==> src/rtl/fetch_sequencer.sv <==
// fetch_sequencer: multi-cycle PC/fetch controller for the RV32I core.
// Owns the program counter, fetches one instruction at a time over a req/ack
// handshake, holds it for execute, applies branch/jump redirects when execute
// retires the instruction, and counts retired instructions.
module fetch_sequencer #(
  parameter logic [31:0] RESET_PC = 32'h0000_0000
) (
  input  logic        clk,
  input  logic        rst,
  output logic        imem_req,
  output logic [31:0] imem_addr,
  input  logic        imem_ack,
  input  logic [31:0] imem_rdata,
  output logic [31:0] instr,
  output logic        instr_valid,
  input  logic        exec_done,
  input  logic        stall,
  input  logic        branch_taken,
  input  logic [31:0] branch_target,
  output logic [31:0] pc,
  output logic        misalign_trap,
  output logic [31:0] instret
);

  localparam logic [31:0] NOP_INSTR = 32'h0000_0013;

  typedef enum logic [1:0] {
    FETCH = 2'd0,
    EXEC  = 2'd1,
    TRAP  = 2'd2
  } state_e;

  state_e      state_q, state_d;
  logic [31:0] pc_q, pc_d;
  logic [31:0] instr_q, instr_d;
  logic [31:0] instret_q, instret_d;
  logic        trap_q, trap_d;
  logic [31:0] target_jalr;

  // Next-state logic: fetch handshake, retire/redirect decision and the trap latch
  always_comb begin
    state_d     = state_q;
    pc_d        = pc_q;
    instr_d     = instr_q;
    instret_d   = instret_q;
    trap_d      = trap_q;
    target_jalr = branch_target & 32'hFFFF_FFFE;
    case (state_q)
      FETCH: begin
        if (imem_ack) begin
          instr_d = imem_rdata;
          state_d = EXEC;
        end
      end
      EXEC: begin
        if (exec_done && !stall) begin
          instret_d = instret_q + 32'd1;
          if (!branch_taken) begin
            pc_d    = pc_q + 32'd4;
            state_d = FETCH;
          end else if (target_jalr[1:0] == 2'b00) begin
            pc_d    = target_jalr;
            state_d = FETCH;
          end else begin
            trap_d  = 1'b1;
            state_d = TRAP;
          end
        end
      end
      TRAP: begin
        trap_d = 1'b1;
      end
      default: begin
        state_d = FETCH;
      end
    endcase
  end

  // State and datapath registers, all cleared asynchronously by rst
  always_ff @(posedge clk or posedge rst) begin
    if (rst) begin
      state_q   <= FETCH;
      pc_q      <= RESET_PC;
      instr_q   <= NOP_INSTR;
      instret_q <= 32'd0;
      trap_q    <= 1'b0;
    end else begin
      state_q   <= state_d;
      pc_q      <= pc_d;
      instr_q   <= instr_d;
      instret_q <= instret_d;
      trap_q    <= trap_d;
    end
  end

  // Outputs are either register copies or a direct decode of the state register
  always_comb begin
    imem_req      = (state_q == FETCH);
    instr_valid   = (state_q == EXEC);
    imem_addr     = pc_q;
    pc            = pc_q;
    instr         = instr_q;
    instret       = instret_q;
    misalign_trap = trap_q;
  end

endmodule
==> config.mk <==
export PLATFORM = sky130hd
export DESIGN_NAME = fetch_sequencer
export DESIGN_NICKNAME = d
export VERILOG_FILES = /design/src/rtl/fetch_sequencer.sv
export SDC_FILE = /design/constraint.sdc
export NUM_CORES = 1
export LEC_CHECK = 0
export ABC_AREA = 1
export BUFFER_PORTS_ARGS = -buffer_cell sky130_fd_sc_hd__buf_2
export CAP_MARGIN = 40
export CORE_MARGIN = 4
export CORE_UTILIZATION = 55
export CTS_BUF_LIST = sky130_fd_sc_hd__clkbuf_16
export DETAILED_ROUTE_END_ITERATION = 10
export PLACE_DENSITY = 0.87
export SLEW_MARGIN = 40
export SYNTH_ARGS = -nofsm -noshare
export SYNTH_HDL_FRONTEND = slang
export SYNTH_SLANG_ARGS = --single-unit
==> constraint.sdc <==
create_clock -name clk -period 6.66 [get_ports clk]
set_clock_uncertainty 0.15 [all_clocks]
set_input_delay 0.999 -clock clk [delete_from_list [all_inputs] [get_ports clk]]
set_output_delay 0.999 -clock clk [all_outputs]
set_load 0.05 [all_outputs]
# Word level (Yosys, flattened, before mapping)
# Index checks and enable logic that the tools add are counted.
dict set report totals {
  regBits 99
  in_bits 70
  out_inout_bits 131
  word_cells 36
}
dict set report op_classes {
  addsub 2
  eq_ne 7
  n_mux 11
  bitwise_logic 1
  reduce_logical 10
}
# operator n
set op_table {}
lappend op_table {{32-bit two-way mux} 2}
lappend op_table {{32-bit by 1-bit adder with 32-bit output (second input constant)} 1}
lappend op_table {{32-bit by 3-bit adder with 32-bit output (second input constant)} 1}
lappend op_table {{2-bit two-way mux} 4}
lappend op_table {{2-bit by 1-bit inequality test with 1-bit output (second input constant)} 4}
lappend op_table {{2-bit case mux with 3 select lines} 1}
lappend op_table {{3-bit AND reduction} 2}
lappend op_table {{2-bit zero test} 2}
lappend op_table {{2-bit AND reduction} 2}
lappend op_table {{4-bit AND reduction} 1}
lappend op_table {{1-bit two-way mux} 3}
lappend op_table {{2-bit by 1-bit equality test with 1-bit output (second input constant)} 1}
lappend op_table {{2-bit equality test (second input constant)} 1}
lappend op_table {{2-bit inequality test (second input constant)} 1}
lappend op_table {{1-bit case mux with 2 select lines} 1}
lappend op_table {{2-bit nonzero test} 1}
lappend op_table {{1-bit logical AND} 1}
lappend op_table {{1-bit zero test} 1}
lappend op_table {{1-bit inverter} 1}

# Depth between registers and ports, before layout
dict set report logic_depth {
  word_depth 5
  ltp_mapped 11
}

# Worst setup path before layout
# Ideal clock, no wire load.
dict set report synth_path {
  path_type {flip-flop to output port}
  from {register state_q[0]}
  to {output port imem_req}
  t_arrival_ns 1.078
  required_time_ns 5.511
  slack_ns 4.433
  stages_incl_launch_ff 2
  n_path_buf 0
  path_cell_list {dfrtp_1 nor2_1}
}
dict set report synth_via {
  elab_chain_cells 1
}
# element line_no
set synth_rtl {}
lappend synth_rtl {{start, declared} 33} ;# state_e state_q, state_d;
lappend synth_rtl {{start signal, assigned} 88} ;# state_q <= state_d;
lappend synth_rtl {{2-bit zero test} 98} ;# imem_req = (state_q == FETCH);
lappend synth_rtl {{end, declared} 10} ;# output logic imem_req,
# Every way passes these cells.

# Worst setup path in the final report
dict set report layout_path {
  from {input port branch_taken}
  to {register pc_q[7], in the netlist imem_addr[7]}
}
dict set report layout_via {
  elab_chain_cells 2
  elab_cells_between_ends 3
  classes_between {eq/ne (1); mux (1); reduce/logical (1)}
}
# element line_no
set layout_rtl {}
lappend layout_rtl {{start, declared} 18} ;# input logic branch_taken,
lappend layout_rtl {{2-bit by 1-bit inequality test with 1-bit output (no source line)} --}
lappend layout_rtl {{3-bit AND reduction (no source line)} --}
lappend layout_rtl {{end signal, assigned} 89} ;# pc_q <= pc_d;
lappend layout_rtl {{end, declared} 34} ;# logic [31:0] pc_q, pc_d;
# Several ways; a longest one is shown, not always the timed one.
# A chain may end at the register's enable or synchronous reset.

==> metrics.txt <==
status complete, no violations; final non-filler cell total 1072; Synth Warn # 0; core box area 0.0103 mm2; final setup TNS 0 ns; Max VDD drop 0.000374 V; Clock Sinks 98; Setup CP Type in2reg; R2R Setup Slk 4.33 ns; setup violators final 0; Die X 111 um; post_cts resized 0; Clock Path Buffers 2; TritonCTS buffer count 9; Worst Tran Pin Value 0.699 ns; Antenna Nets Post-Route 0; Final Cycle Share 41.2%; RSZ-0062 raised after global routing no; floorplan row count 37; Die Span Y 111 um; H-tree levels 3; Min Clock Period, post-route 2.75 ns; fin nets 1003; first-pass GRT wire length 24500 um; worst skew pair latency 0.35 ns; Hold Worst Slack 0.332 ns; GRT Util Overall 24.0%; Port Buf Inserts 197; # fillers 876; end of the critical path imem_addr[7]$_DFFE_PP0P_; Vias 5463; Setup Buffers After CTS 0; drt total wl 14800 um; FF/Latch Area 0.00246 mm2; ANT cells 0; post-synthesis sequential area ratio 42.1%; max-cap viol count 0; share of cells above drive strength 1 30.9%; Post-Syn Area 0.00584 mm2; Worst Hold Depth 1; CP Launch Type primary input; total power per unit cell area slightly above 500 mW/mm2; Hold WC Path Type reg2reg; DRC errors left 0; DRT iter0 DRCs 347; area of the multi-input gates about 0.0028 mm2; GP Congestion between 0.8 and 0.9; CTS Hold Buffers Added 0; CP Data Arrival Time 2.84 ns; initial antenna violation count 1; max-slew violation count 0; Tot Pwr 3.54 mW; Yosys cell types 39; CTS tree built; Initial Util 56.5%; synthesis-to-finish area growth 19.6%; Root Driver clkbuf_16; Post-DP HPWL 11000 um; register clock-pin slew on the reported worst setup and hold paths 0.07 ns; vias in the first global route between 5000 and 6000; vias per cell 5.10; FF-to-FF End imem_addr[7]$_DFFE_PP0P_; count of final hold-check violations 0; Leak 3.62 nW; r2r worst-path depth 9; IO Count 201; per-cell routed wire length 13.8 um; Placed Area approximately 0.0067 mm2; Congestion Overflow GR 0; largest net degree at the start of global routing 54; Avg Inst Size Synth approximately 7.6 um2; Critical Path Start branch_taken; Syn Inst Count 769; First-pass DRT Iterations 5; reg-to-reg critical path startpoint state_q[1]$_DFFE_PP0P_; f_max ~360 MHz; Die ar. 0.0123 mm2; CP endpoint kind flop; placed insts roughly 1100; normalized max-slew margin 53.4%; Yosys reg bits between 90 and 100; Critical Path Fanout Max 48; post-route cell area 0.00698 mm2; WP data required 6.75 ns
==> layout by cell type (no fill, tap or decap), types with 2 or more instances in the layout <==
cell	instances
nand2_1	256
buf_2	197
nor2_1	103
dfrtp_1	95
inv_1	67
nand3_1	36
mux2_2	32
o21ai_0	16
nor2_2	11
a21oi_1	11
nand3b_1	10
xor2_1	10
nand2_2	9
clkbuf_16	9
nor2_4	8
nand4_1	8
xnor2_1	7
o21ai_1	7
o211ai_1	5
nor3_1	4
nand2_4	3
dfstp_2	3
buf_4	3
and2_1	2
inv_2	2
ha_1	2
conb_1	2
inv_8	2
clkinv_4	2
==> synthesized netlist by cell type (all sizes together) <==
library cell / n / share of area, %
o21a: 1 / 0.13
xnor2: 7 / 1.1
a31oi: 1 / 0.11
nand3: 37 / 3.3
clkbuf: 7 / 0.47
conb: 1 / 0.064
ha: 2 / 0.43
nand4: 8 / 0.86
a21oi: 11 / 0.94
or2: 1 / 0.11
mux2: 32 / 6.2
nor3: 4 / 0.34
dfrtp: 95 / 41
clkinv: 1 / 0.064
nand3b: 10 / 1.3
nor4: 2 / 0.32
o21ai: 23 / 2.0
and2: 2 / 0.21
o211ai: 5 / 0.64
nand2: 268 / 18
nor2: 123 / 9.7
buf: 43 / 5.5
xor2: 10 / 1.5
a22oi: 1 / 0.13
inv: 70 / 4.5
dfstp: 3 / 1.4
o22ai: 1 / 0.11
==> worst min-delay path by stage <==
stage | startpoint | to
2_1_floorplan | state_q[0]$_DFFE_PP0P_ | state_q[1]$_DFFE_PP0P_
5_1_grt | misalign_trap$_DFFE_PP0P_ | misalign_trap$_DFFE_PP0P_
4_1_cts | misalign_trap$_DFFE_PP0P_ | misalign_trap$_DFFE_PP0P_
3_3_place_gp | misalign_trap$_DFFE_PP0P_ | misalign_trap$_DFFE_PP0P_
3_5_place_dp | misalign_trap$_DFFE_PP0P_ | misalign_trap$_DFFE_PP0P_
6_report | misalign_trap$_DFFE_PP0P_ | misalign_trap$_DFFE_PP0P_
==> metal layers <==
| layer | GRT usage [%] | vias up | wire (um) |
|---|---|---|---|
| met3 | 6.33 | 32 | 1340 |
| met1 | 29.8 | 2489 | 5910 |
| met2 | 39.7 | 244 | 7150 |
| met4 | 10.1 | 2 | 380 |
| li1 | - | 2696 | - |
| met5 | 0 | - | 13 |
==> registers in the layout, indices dropped and copies added (netlist names) <==
name           count
state_q            2
misalign_trap      1
imem_addr         31
instret           32
instr             32
==> stage by stage <==
| step | util, % | worst slack (ns) |
|---|---|---|
| 6_report | 67.6 | 3.91 |
| 5_1_grt | 67.6 | 3.72 |
| 4_1_cts | 67.6 | 3.95 |
| 3_5_place_dp | 64.6 | 3.58 |
| 3_3_place_gp | 64.6 | 3.57 |
| 2_1_floorplan | - | 2.95 |
==> where the power goes <==
group          total [mW]  switching (mW)  leakage [nW]  internal [mW]
registers            1.03           0.221          1.21          0.810
logic                1.96            1.52          2.26          0.444
clock network       0.547           0.248         0.150          0.299
total                3.54            1.99          3.62           1.55
==> worst max-delay path, stage by stage <==
cell	delay, ns
buf_2	0.38
nand2_1	0.22
nand2_4	0.45
inv_2	0.26
nand2_1	0.26
o211ai_1	0.13
nand2_1	0.08
inv_1	0.04
==> logic make-up (layout without fill, tap and decap cells) <==
group	after synthesis	after routing	share of synthesized area, %
AO/OA/AOI/OAI	43	43	4.03
XOR/XNOR	17	17	2.55
flip-flops	98	98	42.1
AND/OR/NAND/NOR	455	455	34.1
buffers and inverters	121	287	10.6
multiplexers	32	32	6.18
other	1	2	0.0643
adder cells (fa/ha/maj)	2	2	0.429
==> cell type report <==
| class | instances | area share (%) |
|---|---|---|
| multi-input cells | 551 | 39.6 |
| clock inverters | 7 | 1.24 |
| well taps | 136 | 2.44 |
| clock buffers | 9 | 3.23 |
| inverters | 71 | 3.85 |
| repair buffers | 200 | 14.4 |
| flip-flops and latches | 98 | 35.2 |
(Power assumes the default switching activity.)
